[src/rtl/decode_pipe_unit_if.sv]
// Decode pipe handshake and control-bundle bundle.
// The master side feeds instructions and consumes the bundle. The slave side is the decode unit.
interface decode_pipe_unit_if;
    logic        in_valid;
    logic        in_ready;
    logic [31:0] instruction;
    logic        flush;
    logic        out_valid;
    logic        out_ready;
    logic [5:0]  alu_select;
    logic        reg_write_en;
    logic [2:0]  data_mem_write;
    logic [3:0]  data_mem_read;
    logic [3:0]  branch_ctrl;
    logic [2:0]  immediate_select;
    logic        operand1_select;
    logic        operand2_select;
    logic [1:0]  writeback_value_select;
    logic [2:0]  csr_value_select;
    logic        illegal;
    logic        custom_busy;

    modport master (
        output in_valid, instruction, flush, out_ready,
        input  in_ready, out_valid, alu_select, reg_write_en, data_mem_write,
               data_mem_read, branch_ctrl, immediate_select, operand1_select,
               operand2_select, writeback_value_select, csr_value_select,
               illegal, custom_busy
    );

    modport slave (
        input  in_valid, instruction, flush, out_ready,
        output in_ready, out_valid, alu_select, reg_write_en, data_mem_write,
               data_mem_read, branch_ctrl, immediate_select, operand1_select,
               operand2_select, writeback_value_select, csr_value_select,
               illegal, custom_busy
    );
endinterface

[src/rtl/decode_pipe_unit.sv]
// Single-stage RV32 instruction decoder with a registered control bundle.
// The custom spike-send op is held for a programmable issue latency before
// its bundle is presented downstream.
//
// state     | meaning
// ----------+-------------------------------------------------------------
// ST_EMPTY  | no bundle held; ready to accept
// ST_FULL   | bundle valid downstream; accepts a new op when it is consumed
// ST_CUSTOM | custom op issuing; counter runs down to 0, then ST_FULL
module decode_pipe_unit #(
    parameter int          ENABLE_M      = 1,
    parameter int          ENABLE_CUSTOM = 1,
    parameter int unsigned CUSTOM_CYCLES = 4
) (
    input logic               clk,
    input logic               reset,
    decode_pipe_unit_if.slave bus
);

    localparam logic       M_ON     = (ENABLE_M != 0);
    localparam logic       CUST_ON  = (ENABLE_CUSTOM != 0);
    localparam logic [3:0] CNT_INIT = 4'(CUSTOM_CYCLES - 1);

    typedef enum logic [1:0] {
        ST_EMPTY  = 2'd0,
        ST_FULL   = 2'd1,
        ST_CUSTOM = 2'd2
    } state_t;

    typedef struct packed {
        logic [5:0] alu_select;
        logic       reg_write_en;
        logic [2:0] data_mem_write;
        logic [3:0] data_mem_read;
        logic [3:0] branch_ctrl;
        logic [2:0] immediate_select;
        logic       operand1_select;
        logic       operand2_select;
        logic [1:0] writeback_value_select;
        logic [2:0] csr_value_select;
        logic       illegal;
    } ctrl_t;

    state_t     state;
    state_t     state_nxt;
    logic [3:0] cnt;
    ctrl_t      dec;
    ctrl_t      ctrl_q;
    logic       in_ready_c;
    logic       accept;
    logic       load;

    logic [6:0] opcode;
    logic [2:0] f3;
    logic [6:0] f7;
    logic is_lui, is_auipc, is_jal, is_jalr, is_branch, is_load, is_store;
    logic is_opimm, is_op, is_system, is_zero, is_x3f, is_custom, is_m;
    logic known, ill, custom_go;
    logic unused_instr_bits;

    assign opcode = bus.instruction[6:0];
    assign f3     = bus.instruction[14:12];
    assign f7     = bus.instruction[31:25];

    // Register and immediate fields are consumed further down the pipe.
    assign unused_instr_bits = ^{bus.instruction[24:15], bus.instruction[11:7]};

    assign is_lui    = (opcode == 7'b0110111);
    assign is_auipc  = (opcode == 7'b0010111);
    assign is_jal    = (opcode == 7'b1101111);
    assign is_jalr   = (opcode == 7'b1100111);
    assign is_branch = (opcode == 7'b1100011);
    assign is_load   = (opcode == 7'b0000011);
    assign is_store  = (opcode == 7'b0100011);
    assign is_opimm  = (opcode == 7'b0010011);
    assign is_op     = (opcode == 7'b0110011);
    assign is_system = (opcode == 7'b1110011);
    assign is_zero   = (opcode == 7'b0000000);
    assign is_x3f    = (opcode == 7'b0111111);
    assign is_custom = (opcode == 7'b0101111);
    assign is_m      = is_op && (f7 == 7'b0000001);

    assign known = is_lui | is_auipc | is_jal | is_jalr | is_branch | is_load | is_store |
                   is_opimm | is_op | is_system | is_zero | is_x3f | is_custom;
    assign ill       = ~known | (is_m & ~M_ON) | (is_custom & ~CUST_ON);
    assign custom_go = is_custom & ~ill;

    // Combinational decode of the presented instruction word.
    always_comb begin
        dec = '0;
        dec.alu_select[2:0] = (is_auipc | is_jal | is_store | is_load | is_branch) ? 3'b000 : f3;
        dec.alu_select[3]   = is_m | is_lui;
        dec.alu_select[4]   = is_lui |
                              (bus.instruction[30] &
                               ((is_opimm & (f3 == 3'b101)) |
                                (is_op & ~is_m & ((f3 == 3'b000) | (f3 == 3'b101)))));
        dec.reg_write_en    = ~(is_store | is_branch | is_zero | is_custom | ill);
        dec.data_mem_write  = {is_store & ~ill, f3[1:0]};
        dec.data_mem_read   = {is_load & ~ill, f3};
        dec.branch_ctrl     = {(is_jal | is_jalr | is_branch) & ~ill,
                               (is_jal | is_jalr) ? 3'b010 : f3};
        if (is_jal)
            dec.immediate_select = 3'b001;
        else if (is_jalr | is_load | is_opimm | is_system | is_x3f)
            dec.immediate_select = 3'b010;
        else if (is_branch)
            dec.immediate_select = 3'b011;
        else if (is_store | is_custom)
            dec.immediate_select = 3'b100;
        else
            dec.immediate_select = 3'b000;
        dec.operand1_select = is_auipc | is_jal | is_branch;
        dec.operand2_select = is_load | is_opimm | is_auipc | is_store | is_lui |
                              is_jalr | is_jal | is_branch;
        if (is_jal | is_jalr)
            dec.writeback_value_select = 2'b00;
        else if (is_load)
            dec.writeback_value_select = 2'b01;
        else
            dec.writeback_value_select = 2'b10;
        dec.csr_value_select = f3;
        dec.illegal          = ill;
    end

    // State register.
    always_ff @(posedge clk or negedge reset) begin
        if (!reset)
            state <= ST_EMPTY;
        else
            state <= state_nxt;
    end

    // Handshake and next-state selection; flush overrides everything.
    always_comb begin
        state_nxt  = state;
        in_ready_c = 1'b0;
        load       = 1'b0;
        accept     = 1'b0;
        case (state)
            ST_EMPTY: begin
                in_ready_c = 1'b1;
            end
            ST_FULL: begin
                in_ready_c = bus.out_ready;
            end
            default: begin
                in_ready_c = 1'b0;
            end
        endcase
        if (bus.flush)
            in_ready_c = 1'b0;
        accept = bus.in_valid & in_ready_c;
        case (state)
            ST_EMPTY: begin
                if (accept) begin
                    load      = 1'b1;
                    state_nxt = custom_go ? ST_CUSTOM : ST_FULL;
                end
            end
            ST_FULL: begin
                if (bus.out_ready) begin
                    if (accept) begin
                        load      = 1'b1;
                        state_nxt = custom_go ? ST_CUSTOM : ST_FULL;
                    end else begin
                        state_nxt = ST_EMPTY;
                    end
                end
            end
            ST_CUSTOM: begin
                if (cnt == 4'd0)
                    state_nxt = ST_FULL;
            end
            default: begin
                state_nxt = ST_EMPTY;
            end
        endcase
        if (bus.flush) begin
            load      = 1'b0;
            state_nxt = ST_EMPTY;
        end
    end

    // Custom-op issue counter: loaded on acceptance, runs down while issuing.
    always_ff @(posedge clk or negedge reset) begin
        if (!reset)
            cnt <= 4'd0;
        else if (bus.flush)
            cnt <= 4'd0;
        else if (load)
            cnt <= custom_go ? CNT_INIT : 4'd0;
        else if (state == ST_CUSTOM && cnt != 4'd0)
            cnt <= cnt - 4'd1;
    end

    // Control bundle register, captured only on acceptance so it holds under backpressure.
    always_ff @(posedge clk or negedge reset) begin
        if (!reset)
            ctrl_q <= '0;
        else if (load)
            ctrl_q <= dec;
    end

    assign bus.in_ready               = in_ready_c;
    assign bus.out_valid              = (state == ST_FULL);
    assign bus.custom_busy            = (state == ST_CUSTOM);
    assign bus.alu_select             = ctrl_q.alu_select;
    assign bus.reg_write_en           = ctrl_q.reg_write_en;
    assign bus.data_mem_write         = ctrl_q.data_mem_write;
    assign bus.data_mem_read          = ctrl_q.data_mem_read;
    assign bus.branch_ctrl            = ctrl_q.branch_ctrl;
    assign bus.immediate_select       = ctrl_q.immediate_select;
    assign bus.operand1_select        = ctrl_q.operand1_select;
    assign bus.operand2_select        = ctrl_q.operand2_select;
    assign bus.writeback_value_select = ctrl_q.writeback_value_select;
    assign bus.csr_value_select       = ctrl_q.csr_value_select;
    assign bus.illegal                = ctrl_q.illegal;

endmodule
[src/flat_wrapper.sv]
// flat-port wrapper written by rule: the top's interface ports become plain ports
module decode_pipe_unit_flat 
#(
    parameter int          ENABLE_M      = 1,
    parameter int          ENABLE_CUSTOM = 1,
    parameter int unsigned CUSTOM_CYCLES = 4
)
  (clk, reset, bus_in_valid, bus_instruction, bus_flush, bus_out_ready, bus_in_ready, bus_out_valid, bus_alu_select, bus_reg_write_en, bus_data_mem_write, bus_data_mem_read, bus_branch_ctrl, bus_immediate_select, bus_operand1_select, bus_operand2_select, bus_writeback_value_select, bus_csr_value_select, bus_illegal, bus_custom_busy);
  decode_pipe_unit_if bus_i ();
  input logic clk;
  input logic reset;
  input wire logic [$bits(bus_i.in_valid)-1:0] bus_in_valid;
  input wire logic [$bits(bus_i.instruction)-1:0] bus_instruction;
  input wire logic [$bits(bus_i.flush)-1:0] bus_flush;
  input wire logic [$bits(bus_i.out_ready)-1:0] bus_out_ready;
  output wire logic [$bits(bus_i.in_ready)-1:0] bus_in_ready;
  output wire logic [$bits(bus_i.out_valid)-1:0] bus_out_valid;
  output wire logic [$bits(bus_i.alu_select)-1:0] bus_alu_select;
  output wire logic [$bits(bus_i.reg_write_en)-1:0] bus_reg_write_en;
  output wire logic [$bits(bus_i.data_mem_write)-1:0] bus_data_mem_write;
  output wire logic [$bits(bus_i.data_mem_read)-1:0] bus_data_mem_read;
  output wire logic [$bits(bus_i.branch_ctrl)-1:0] bus_branch_ctrl;
  output wire logic [$bits(bus_i.immediate_select)-1:0] bus_immediate_select;
  output wire logic [$bits(bus_i.operand1_select)-1:0] bus_operand1_select;
  output wire logic [$bits(bus_i.operand2_select)-1:0] bus_operand2_select;
  output wire logic [$bits(bus_i.writeback_value_select)-1:0] bus_writeback_value_select;
  output wire logic [$bits(bus_i.csr_value_select)-1:0] bus_csr_value_select;
  output wire logic [$bits(bus_i.illegal)-1:0] bus_illegal;
  output wire logic [$bits(bus_i.custom_busy)-1:0] bus_custom_busy;
  assign bus_i.in_valid = bus_in_valid;
  assign bus_i.instruction = bus_instruction;
  assign bus_i.flush = bus_flush;
  assign bus_i.out_ready = bus_out_ready;
  assign bus_in_ready = bus_i.in_ready;
  assign bus_out_valid = bus_i.out_valid;
  assign bus_alu_select = bus_i.alu_select;
  assign bus_reg_write_en = bus_i.reg_write_en;
  assign bus_data_mem_write = bus_i.data_mem_write;
  assign bus_data_mem_read = bus_i.data_mem_read;
  assign bus_branch_ctrl = bus_i.branch_ctrl;
  assign bus_immediate_select = bus_i.immediate_select;
  assign bus_operand1_select = bus_i.operand1_select;
  assign bus_operand2_select = bus_i.operand2_select;
  assign bus_writeback_value_select = bus_i.writeback_value_select;
  assign bus_csr_value_select = bus_i.csr_value_select;
  assign bus_illegal = bus_i.illegal;
  assign bus_custom_busy = bus_i.custom_busy;
  decode_pipe_unit #(.ENABLE_M(ENABLE_M), .ENABLE_CUSTOM(ENABLE_CUSTOM), .CUSTOM_CYCLES(CUSTOM_CYCLES)) u_core (.clk(clk), .reset(reset), .bus(bus_i));
endmodule
[config.mk]
export PLATFORM = sky130hd
export DESIGN_NAME = decode_pipe_unit_flat
export DESIGN_NICKNAME = d
export VERILOG_FILES = /design/src/rtl/decode_pipe_unit_if.sv /design/src/rtl/decode_pipe_unit.sv /design/src/flat_wrapper.sv
export SDC_FILE = /design/constraint.sdc
export NUM_CORES = 1
export LEC_CHECK = 0
export CORE_MARGIN = 2
export CORE_UTILIZATION = 42
export DETAILED_ROUTE_END_ITERATION = 6
export PLACE_DENSITY = 0.79
export SLEW_MARGIN = 0
export SYNTH_ARGS = -nofsm -noshare
export SYNTH_HDL_FRONTEND = slang
export SYNTH_SLANG_ARGS = --single-unit
export TNS_END_PERCENT = 5
[constraint.sdc]
create_clock -name clk -period 2.36 [get_ports clk]
set_clock_uncertainty 0.1 [all_clocks]
set_input_delay 0.236 -clock clk [delete_from_list [all_inputs] [get_ports clk]]
set_output_delay 0.236 -clock clk [all_outputs]
set_load 0.01 [all_outputs]
; Word level (Yosys, flattened, before mapping)
; Index checks and enable logic that the tools add are counted.
[op_classes]
n_mux = 25
reduce_logical = 9
n_addsub = 1
eq_ne = 19
bitwise_logic = 51
[op_table]
columns = op, count
row1 = $or 1x1->1, 39
row2 = $eq 7x6->1 const B, 5
row3 = $eq 7x7->1 const B, 4
row4 = $mux 2, 9
row5 = $mux 3, 6
row6 = $eq 7x5->1 const B, 2
row7 = $mux 4, 3
row8 = $and 1x1->1, 9
row9 = $eq 7x1->1 const B, 1
row10 = $eq 7x2->1 const B, 1
row11 = $logic_not 7->1, 1
row12 = $ne 3x2->1 const B, 2
row13 = $pmux 2 s3, 1
row14 = $logic_not 4->1, 1
row15 = $mux 1, 4
row16 = $pmux 1 s2, 2
row17 = $reduce_bool 4->1, 1
row18 = $sub 4x1->4 const B, 1
row19 = $eq 3x3->1 const B, 1
row20 = $logic_not 3->1, 1
row21 = $ne 3x3->1 const B, 1
row22 = $not 1->1, 3
row23 = $reduce_and 3->1, 1
row24 = $reduce_bool 3->1, 1
row25 = 4 further kinds, 5
[word_totals]
input_bits = 37
regBits = 34

; Longest topological paths before layout
; Gate-level depths: netlist (run 1).
[logic_depth]
word_depth = 19
ltp_mapped = 6
ltp_nobuf = 6

; Worst setup path before layout (run 1)
; OpenSTA, ideal clock, no wires.
[synth_path]
kind = register to register
from = register u_core.cnt[0]
to = register u_core.cnt[1]
t_arrival_ps = 1555
stages_incl_launch_ff = 7
setup_time_ps = 77
period_less_slack_ps = 1732
slack_ps = 628
path_cell_list = dfrtp_1 > inv_1 > ha_1 > or3b_1 > nand2_1 > mux2_2 > a21oi_1
[synth_between]
elab_chain_cells = 4
word_cells_on_any_way = 7
[synth_rtl]
columns = item, line_no
row1 = start: declaration, decode_pipe_unit.sv:46  ; logic [3:0] cnt;
row2 = start signal: assignment, decode_pipe_unit.sv:191  ; cnt <= custom_go ? CNT_INIT : 4'd0;
row3 = start signal: assignment, decode_pipe_unit.sv:193  ; cnt <= cnt - 4'd1;
row4 = $sub 4x1->4, decode_pipe_unit.sv:193
row5 = $mux 4, decode_pipe_unit.sv:192  ; else if (state == ST_CUSTOM && cnt != 4'd0)
row6 = $mux 4, decode_pipe_unit.sv:190  ; else if (load)
row7 = $mux 4, decode_pipe_unit.sv:188  ; else if (bus.flush)
; Parallel ways exist; a longest one is shown, timed or not. The select of a mux whose other input is x is not followed.
; A chain may end at the register's enable or synchronous reset.

; Worst setup path in the final report (run 1)
[layout_path]
from = input port bus_flush
to = output port bus_in_ready
[layout_between]
elab_chain_cells = 1
[layout_rtl]
columns = item, line_no
row1 = start: declaration, flat_wrapper.sv:14  ; input wire logic [$bits(bus_i.flush)-1:0] bus_flush;
row2 = $mux 1, decode_pipe_unit.sv:150  ; if (bus.flush)
row3 = end: declaration, flat_wrapper.sv:16  ; output wire logic [$bits(bus_i.in_ready)-1:0] bus_in_ready;
; Every way passes these cells.

==> results.json, run 1 <==
{
  "vias": 1431,
  "yosysSeqAreaShare": 0.445,
  "pre_cts_slack_ns": 0.313,
  "drcViolationCount": 0,
  "finalWorstSetupSlack_ns": 0.456,
  "synth_area_sq_um": 1630,
  "vias_per_cell": 5.22,
  "setup_violations": 0,
  "fin_area_sq_um": 2290,
  "htree_levels": 2,
  "required_ns": 2.02,
  "worstSetupPathType": "input pin to output pin",
  "ant_nets": 0,
  "cts.sinks": 29,
  "vdd_drop_max_v": 0.000277,
  "yosysUniqueCellTypes": 50,
  "crit_slowest_cell": "clkdlybuf4s50_1",
  "post_cts_resized": 0,
  "cpLargestDelayFamily": "buffers and inverters",
  "ys_ff_latch": 29,
  "die_x_um": 66.3,
  "synthCells": 173,
  "dp_hpwl_um": 2750,
  "antenna_found_initial": 0,
  "grt_max_degree": 30,
  "avgSynthCellArea_sq_um": 9.42,
  "finalCriticalPeriod_ns": 1.90,
  "place.gp.congestion": 0.783,
  "hold_viol": 0,
  "cpMostUsedCell": "clkdlybuf4s50_1",
  "path_clk_slew_ns": 0.06,
  "final_core_util": 0.620,
  "cts_buffer_depth": 2,
  "rsz0062_at_grt": "false",
  "r2r-end": "u_core.cnt[1]$_DFFE_PN0P_",
  "fin_crit_sh": 0.807,
  "drt-pass1-iter-count": 4,
  "max_slew_margin": 0.643,
  "num_rows": 22,
  "reg2reg_from": "u_core.cnt[0]$_DFFE_PN0P_",
  "gr-total-overflow": 0,
  "cts_hold_buffers": 0,
  "p_per_area_nw_per_um2": 583,
  "crit_buf_inv": 2,
  "synth_top_flop_cell": "dfrtp_1",
  "area_delta_synth_final_pct": 40.2,
  "numCtsBuffers": 5,
  "cellLeakagePower_nw": 0.967,
  "worstSkewPairLatency_ns": 0.29,
  "cp.arrival_ns": 1.57,
  "min_path_type": "input pin to async pin",
  "dieArea_sq_um": 4400,
  "grt_pass1_wl_um": 6490,
  "max_stage_delay_ns": 0.56,
  "cts_tree": "yes",
  "synth_edf_count": 0,
  "synthTopCellsByArea": "dfrtp_1 (45%), nand2_1 (5.8%), buf_4 (3.2%)",
  "cts_setup_buffers": 0,
  "layout_common_cells": "clkdlybuf4s50_1 (52), dfrtp_1 (29), nand2_1 (25)",
  "maxCapViolations": 0,
  "cp-start-kind": "input pin",
  "crit_chain": "clkdlybuf4s50_1, nor3_1, clkdlybuf4s50_1",
  "grt_usage": 0.196,
  "path_max_fanout": 8,
  "place_area_sq_um": 2180,
  "initial_utilization": 0.442,
  "status": "completed",
  "synth.net_count": 212,
  "synth_top_area_cell": "dfrtp_1",
  "reg2reg_depth": 6,
  "drive_gt1_frac": 0.0973,
  "yosysWarnings": 0,
  "crit_cells": 3,
  "synthArstFlopShare": 1.00,
  "crit_path_end_kind": "output pin",
  "wirelength_um": 3760,
  "boundaryPins": 69,
  "final_common_cell": "clkdlybuf4s50_1",
  "crit_path_start": "bus_flush",
  "setup_tns_ns": 0,
  "nNetsFinal": 264,
  "fmax_mhz": 525,
  "core_area_sq_um": 3690,
  "root_buffer": "clkbuf_8",
  "r2r_slack_ns": 0.49,
  "grt_pass1_vias": 1360,
  "netlist.area_leader.share": 0.445,
  "tightestPinTransition_ns": 0.528,
  "crit_end": "bus_in_ready",
  "drt_iter0_markers": 62,
  "portBuffers": 52,
  "wire_per_inst_um": 13.7,
  "drv_slew": 0,
  "die_h_um": 66.3,
  "antenna_cells": 0
}
## registers in the layout, indices dropped and copies added (netlist names)
name and cells:
u_core.bus.writeback_value_select 2, u_core.bus.operand1_select 1, u_core.bus.alu_select 5, u_core.bus.operand2_select 1
u_core.bus.illegal 1, u_core.cnt 4, u_core.bus.reg_write_en 1, u_core.bus.immediate_select 3
u_core.bus.csr_value_select 2, u_core.bus.data_mem_read 2, u_core.bus.data_mem_write 1, u_core.state 2
u_core.bus.branch_ctrl 4
## power breakdown
group | switching [mW] | total [mW] | internal, mW
clock | 0.194 | 0.457 | 0.263
sequential | 0.0256 | 0.562 | 0.536
combinational | 0.137 | 0.313 | 0.176
## Yosys cell counts (2+ instances only)
master / n
xnor2_1: 4
a22oi_1: 2
xor2_1: 3
a22o_1: 6
nor2b_1: 7
nand3b_1: 3
nand2b_1: 2
o21ai_0: 5
inv_1: 3
buf_4: 7
nor4_1: 2
buf_2: 6
o21ai_1: 5
nor3_1: 5
nand2_1: 25
a21o_1: 4
o41ai_1: 2
nor2_1: 7
clkbuf_1: 2
nor3b_1: 3
nand4_1: 2
nand4b_1: 2
nand3_1: 5
dfrtp_1: 29
ha_1: 2
a21oi_1: 6
## stage by stage
step | hold slack (ns) | total power [mW] | cells
final | 0.247 | 1.33 | 274
after global routing | 0.270 | 1.40 | 274
after CTS | 0.257 | 1.34 | 274
after detailed placement | 0.368 | 0.887 | 266
after floorplan | -0.160 | 0.721 | 173
after global placement | 0.360 | 0.879 | 266
## worst min-delay path by stage
| stage | start | cells after the start | endpoint |
|---|---|---|---|
| after detailed placement | u_core.bus.data_mem_write[2]$_DFFE_PN0P_ | 2 | u_core.bus.data_mem_write[2]$_DFFE_PN0P_ |
| after floorplan | reset | 0 | u_core.bus.alu_select[0]$_DFFE_PN0P_ |
| after CTS | reset | 2 | u_core.cnt[0]$_DFFE_PN0P_ |
| final | reset | 2 | u_core.bus.illegal$_DFFE_PN0P_ |
| after global placement | u_core.bus.writeback_value_select[0]$_DFFE_PN0P_ | 1 | u_core.bus.writeback_value_select[0]$_DFFE_PN0P_ |
| after global routing | reset | 2 | u_core.bus.branch_ctrl[3]$_DFFE_PN0P_ |
## final cells by class
cell class | instances | area, sq um
clock inverter | 1 | 5.00
multi-input combinational | 124 | 792
tap | 48 | 60.1
clock buffer | 7 | 96.3
sequential | 29 | 726
fill | 349 | 1400
inverter | 3 | 11.3
timing repair buffer | 62 | 596
## cells by family after synthesis
logic type               share of synthesized area
AND/OR/NAND/NOR                              0.247
AO/OA/AOI/OAI                                0.170
flip-flops                                   0.445
buffers and inverters                       0.0691
XOR/XNOR                                    0.0376
adder cells (fa/ha/maj)                     0.0153
multiplexers                                0.0130
other                                      0.00230
## metal layers
layer  wire length (um)  up-vias  GRT usage
li1                   -      715          -
met1               1750      670      0.264
met2               1730       39      0.295
met3                191        7     0.0562
met4                 86        0     0.0765
met5                  0        -          0
(Power assumes the default switching activity.)
==> inputs of run 2 (changes only) <==
Clock period 2.36 ns to 1.8 ns, I/O delays scaled along.
==> run 2 against run 1 <==
Against the previous run: die area stayed put; via count is 5.4% higher; power is 28% higher; largest power group unchanged; highest routed layer unchanged.
==> results.json, run 2 (synthesis gave the netlist of run 1 again) <==
{
  "htree_levels": 2,
  "dp_hpwl_um": 3000,
  "finalCriticalPeriod_ns": 1.72,
  "crit_end": "u_core.bus.alu_select[2]$_DFFE_PN0P_",
  "boundaryPins": 69,
  "vias_per_cell": 5.15,
  "r2r_slack_ns": 0.08,
  "path_clk_slew_ns": 0.06,
  "setup_violations": 0,
  "maxCapViolations": 0,
  "num_rows": 22,
  "status": "completed",
  "root_buffer": "clkbuf_8",
  "vdd_drop_max_v": 0.000449,
  "layout_common_cells": "clkdlybuf4s50_1 (50), buf_4 (30), dfrtp_1 (29)",
  "cts_hold_buffers": 0,
  "drcViolationCount": 0,
  "grt_max_degree": 30,
  "worstSkewPairLatency_ns": 0.27,
  "nNetsFinal": 284,
  "worstSetupPathType": "flop to flop",
  "gr-total-overflow": 0,
  "dieArea_sq_um": 4400,
  "n_fill_cell": 320,
  "r2r-end": "u_core.bus.alu_select[2]$_DFFE_PN0P_",
  "fmax_mhz": 583,
  "antenna_cells": 0,
  "crit_path_start": "u_core.state[1]$_DFFE_PN0P_",
  "drive_gt1_frac": 0.188,
  "p_per_area_nw_per_um2": 701,
  "reg2reg_from": "u_core.state[1]$_DFFE_PN0P_",
  "die_x_um": 66.3,
  "required_ns": 1.91,
  "cts_tree": "yes",
  "pre_cts_slack_ns": -0.124,
  "drv_slew": 0,
  "crit_path_end_kind": "flop",
  "finalWorstSetupSlack_ns": 0.0833,
  "wirelength_um": 3850,
  "path_max_fanout": 8,
  "seq_area_sq_um": 726,
  "vias": 1508,
  "final_common_cell": "clkdlybuf4s50_1",
  "area_delta_synth_final_pct": 49.2,
  "cp-start-kind": "flop",
  "numCtsBuffers": 5,
  "die_h_um": 66.3,
  "rsz0062_at_grt": "false",
  "core_area_sq_um": 3690,
  "cts.sinks": 29,
  "min_path_type": "input pin to async pin",
  "fin_crit_sh": 0.954,
  "drt_iter0_markers": 43,
  "grt_pass1_wl_um": 6600,
  "initial_utilization": 0.442,
  "wire_per_inst_um": 13.1,
  "cp.arrival_ns": 1.83,
  "reg2reg_depth": 5,
  "grt_usage": 0.198,
  "multiInputGateArea_sq_um": 802,
  "grt_pass1_vias": 1490,
  "p_total_mw": 1.71,
  "ant_nets": 0,
  "cellLeakagePower_nw": 1.07,
  "largest_register_ffs": 5,
  "drt-pass1-iter-count": 4,
  "antenna_found_initial": 0,
  "hold_viol": 0,
  "place.gp.congestion": 0.922,
  "cts_buffer_depth": 2,
  "portBuffers": 52
}
==> run 2: changes by cell type in the layout (fill, tap and decap cells not counted), moves of 2 or more <==
cell	change
inv_2	+2
buf_4	+20
inv_1	-2
clkdlybuf4s50_1	-2
==> run 2: power by group <==
group	internal [mW]	leakage [nW]	total, mW	switching [mW]
combinational	0.257	0.648	0.443	0.187
sequential	0.704	0.380	0.736	0.0327
clock	0.302	0.0443	0.526	0.224
total	1.26	1.07	1.71	0.443
==> run 2: cell type report <==
type	count	area share
Inverter	3	0.00463
Tap cell	48	0.0247
Clock buffer	7	0.0355
Sequential cell	29	0.298
Timing Repair Buffer	82	0.307
Multi-Input combinational cell	124	0.330
==> run 2: per-layer routing <==
layer,GRT usage,vias up,share of wire
met2,0.321,50,0.48
met5,0,-,0
met3,0.0528,6,0.059
met4,0.0587,0,0.0093
li1,-,753,-
met1,0.257,699,0.45
==> run 2: how the worst min path moves through the flow <==
stage               cells after the start                                      end                                     from
finish                                  2    u_core.bus.branch_ctrl[1]$_DFFE_PN0P_                                    reset
global route                            2  u_core.bus.data_mem_read[3]$_DFFE_PN0P_                                    reset
CTS                                     2              u_core.state[1]$_DFFE_PN0P_                                    reset
detailed placement                      1  u_core.bus.data_mem_read[3]$_DFFE_PN0P_  u_core.bus.data_mem_read[3]$_DFFE_PN0P_
global placement                        1  u_core.bus.data_mem_read[3]$_DFFE_PN0P_  u_core.bus.data_mem_read[3]$_DFFE_PN0P_
floorplan                               0     u_core.bus.alu_select[0]$_DFFE_PN0P_                                    reset
==> run 2: metrics by stage <==
step | cells | instance area [sq um] | TNS (ns) | hold slack, ns | util
final | 293 | 2430 | 0 | 0.195 | 0.659
after global routing | 293 | 2430 | 0 | 0.243 | 0.659
after CTS | 293 | 2420 | 0 | 0.204 | 0.656
after detailed placement | 286 | 2330 | -1.02 | 0.367 | 0.633
after global placement | 286 | 2330 | -0.597 | 0.361 | 0.633
after floorplan | 173 | 1630 | 0 | -0.216 | -
==> run 2: worst max-delay path, cell delays in order (launching register included) <==
cell and delay [ns]:
dfrtp_1 0.42, nor2b_1 0.21, nand3b_1 0.12, buf_4 0.18, nor3_1 0.42, a22o_1 0.21
==> run 2: what timing repair did <==
| item | in CTS | in global routing |
|---|---|---|
| endpoints found under the setup margin | 2 | 2 |
| resized for setup | 2 | 6 |
| setup buffers | 0 | 0 |
==> inputs of run 3 (changes only) <==
Settings changed: CORE_MARGIN 2 to default.
==> run 3 against run 2 <==
Against the previous run: combinational power is 1% lower; clock power rose by 9.9%; worst hold slack got worse by 0.0055 ns; global-route usage up 1.5 points; first-iteration DRC count shrank 9.3%; fmax down 0.13%; critical endpoint is now u_core.cnt[1]$_DFFE_PN0P_; largest cell class unchanged.
==> results.json, run 3 (synthesis gave the netlist of run 1 again) <==
{
  "max_slew_margin": 0.659,
  "path_max_fanout": 3,
  "place.gp.congestion": 0.858,
  "die_h_um": 64.3,
  "antenna_cells": 0,
  "portBuffers": 52,
  "initial_utilization": 0.442,
  "cts.sinks": 29,
  "rsz0062_at_grt": "true",
  "tightestPinTransition_ns": 0.509,
  "cp.arrival_ns": 1.82,
  "status": "completed",
  "pwr-share-comb": 0.249,
  "root_buffer": "clkbuf_8",
  "grt_pass1_wl_um": 6740,
  "layout_common_cells": "clkdlybuf4s50_1 (50), dfrtp_1 (29), buf_4 (28)",
  "use_met1": 0.283,
  "final_core_util": 0.660,
  "grt_pass1_vias": 1489,
  "vdd_drop_max_v": 0.000423,
  "vias": 1515,
  "wire_per_inst_um": 12.8,
  "clkPwrFrac": 0.330,
  "cellLeakagePower_nw": 1.07,
  "internal-power_mw": 1.30,
  "p_total_mw": 1.75,
  "core_area_sq_um": 3690,
  "crit_path_end_kind": "flop",
  "hold_viol": 0,
  "ant_nets": 0,
  "finalCriticalPeriod_ns": 1.72,
  "required_ns": 1.90,
  "drt-pass1-iter-count": 4,
  "drt_iter0_markers": 39,
  "p_per_area_nw_per_um2": 720,
  "cts_hold_buffers": 0,
  "cts_buffer_depth": 2,
  "grt_max_degree": 30,
  "dieArea_sq_um": 4140,
  "cts_tree": "yes",
  "seq_area_sq_um": 726,
  "n_fill_cell": 321,
  "cp-start-kind": "flop",
  "antenna_found_initial": 0,
  "drv_slew": 0,
  "wirelength_um": 3720,
  "vias_per_cell": 5.19,
  "drcViolationCount": 0,
  "worstSetupPathType": "flop to flop",
  "min_path_type": "input pin to async pin",
  "path_clk_slew_ns": 0.06,
  "dp_hpwl_um": 2900,
  "global_route.usage.met3": 0.0518,
  "numCtsBuffers": 5,
  "use_met2": 0.339,
  "setup_violations": 0,
  "grt_usage": 0.213,
  "fmax_mhz": 582,
  "multiInputGateArea_sq_um": 803,
  "boundaryPins": 69,
  "seq_power_share": 0.421,
  "worstSkewPairLatency_ns": 0.27,
  "p_switching_uw": 451,
  "p_sw_frac": 0.257,
  "nNetsFinal": 282,
  "num_rows": 22,
  "gr-max-usage-layer": "met2",
  "drive_gt1_frac": 0.184,
  "area_delta_synth_final_pct": 49.3,
  "htree_levels": 2,
  "maxCapViolations": 0,
  "largest_register_ffs": 5,
  "die_x_um": 64.3,
  "fin_crit_sh": 0.955,
  "gr-total-overflow": 0,
  "final_common_cell": "clkdlybuf4s50_1"
}
[run 3: cell count changes in the layout (fill, tap and decap cells not counted)]
cell,delta
a21oi_1,+1
a21oi_2,-1
buf_4,-2
clkbuf_1,-1
clkbuf_8,+1
clkinv_2,+1
inv_1,+1
inv_2,-1
nor3_1,-1
nor3_2,+1
[run 3: power by group through the flow]
stage                     registers [mW]  logic [mW]  clock network (mW)
after floorplan                    0.766       0.179                   0
after global placement             0.748       0.429                   0
after detailed placement           0.749       0.437                   0
after CTS                          0.738       0.437               0.587
after global routing               0.744       0.479               0.632
final                              0.738       0.437               0.578
[run 3: per-layer routing]
metal  wire length [um]  part of all wire
met1               1730              0.46
met2               1790              0.48
met3                160             0.043
met4                 44             0.012
met5                  0                 0
[run 3: timing repair]
action	CTS	global route
setup endpoints to repair	1	6
resized for setup	1	6
setup buffers	0	0
[run 3: area by class of cell]
class                      count  area share
clock buffer                   7      0.0396
clock inverter                 1     0.00206
inverter                       3     0.00463
multi-input combinational    124       0.330
sequential                    29       0.298
tap                           48      0.0247
timing repair buffer          80       0.301
[run 3: worst max-delay path, stage by stage, from the launching register on]
cell	delay, ns
dfrtp_1	0.38
inv_1	0.09
ha_1	0.14
or3b_4	0.38
nand2_2	0.09
mux2_2	0.32
a21oi_1	0.15
[run 3: metrics by stage]
step	cells	cell area, sq um	setup slack, ns	hold WS [ns]	TNS, ns
after floorplan	173	1630	0.0676	-0.216	0
after global placement	284	2320	-0.131	0.360	-0.722
after detailed placement	284	2320	-0.144	0.367	-0.877
after CTS	292	2420	0.00283	0.200	0
after global routing	292	2430	-0.0140	0.227	-0.0140
final	292	2430	0.0811	0.190	0
[run 3: final timing paths]
path / start / endpoint / slack, ns / cells after the start
min in group clk: u_core.bus.data_mem_read[3]$_DFFE_PN0P_ / u_core.bus.data_mem_read[3]$_DFFE_PN0P_ / 0.38 / 1
worst min-delay path: reset / u_core.bus.branch_ctrl[2]$_DFFE_PN0P_ / 0.19 / 2
worst min register to register: u_core.bus.data_mem_read[3]$_DFFE_PN0P_ / u_core.bus.data_mem_read[3]$_DFFE_PN0P_ / 0.38 / 1
worst max register to register: u_core.cnt[1]$_DFFE_PN0P_ / u_core.cnt[1]$_DFFE_PN0P_ / 0.08 / 6
worst max-delay path: u_core.cnt[1]$_DFFE_PN0P_ / u_core.cnt[1]$_DFFE_PN0P_ / 0.08 / 6
max in group asynchronous: reset / u_core.bus.data_mem_write[2]$_DFFE_PN0P_ / 1.14 / 2
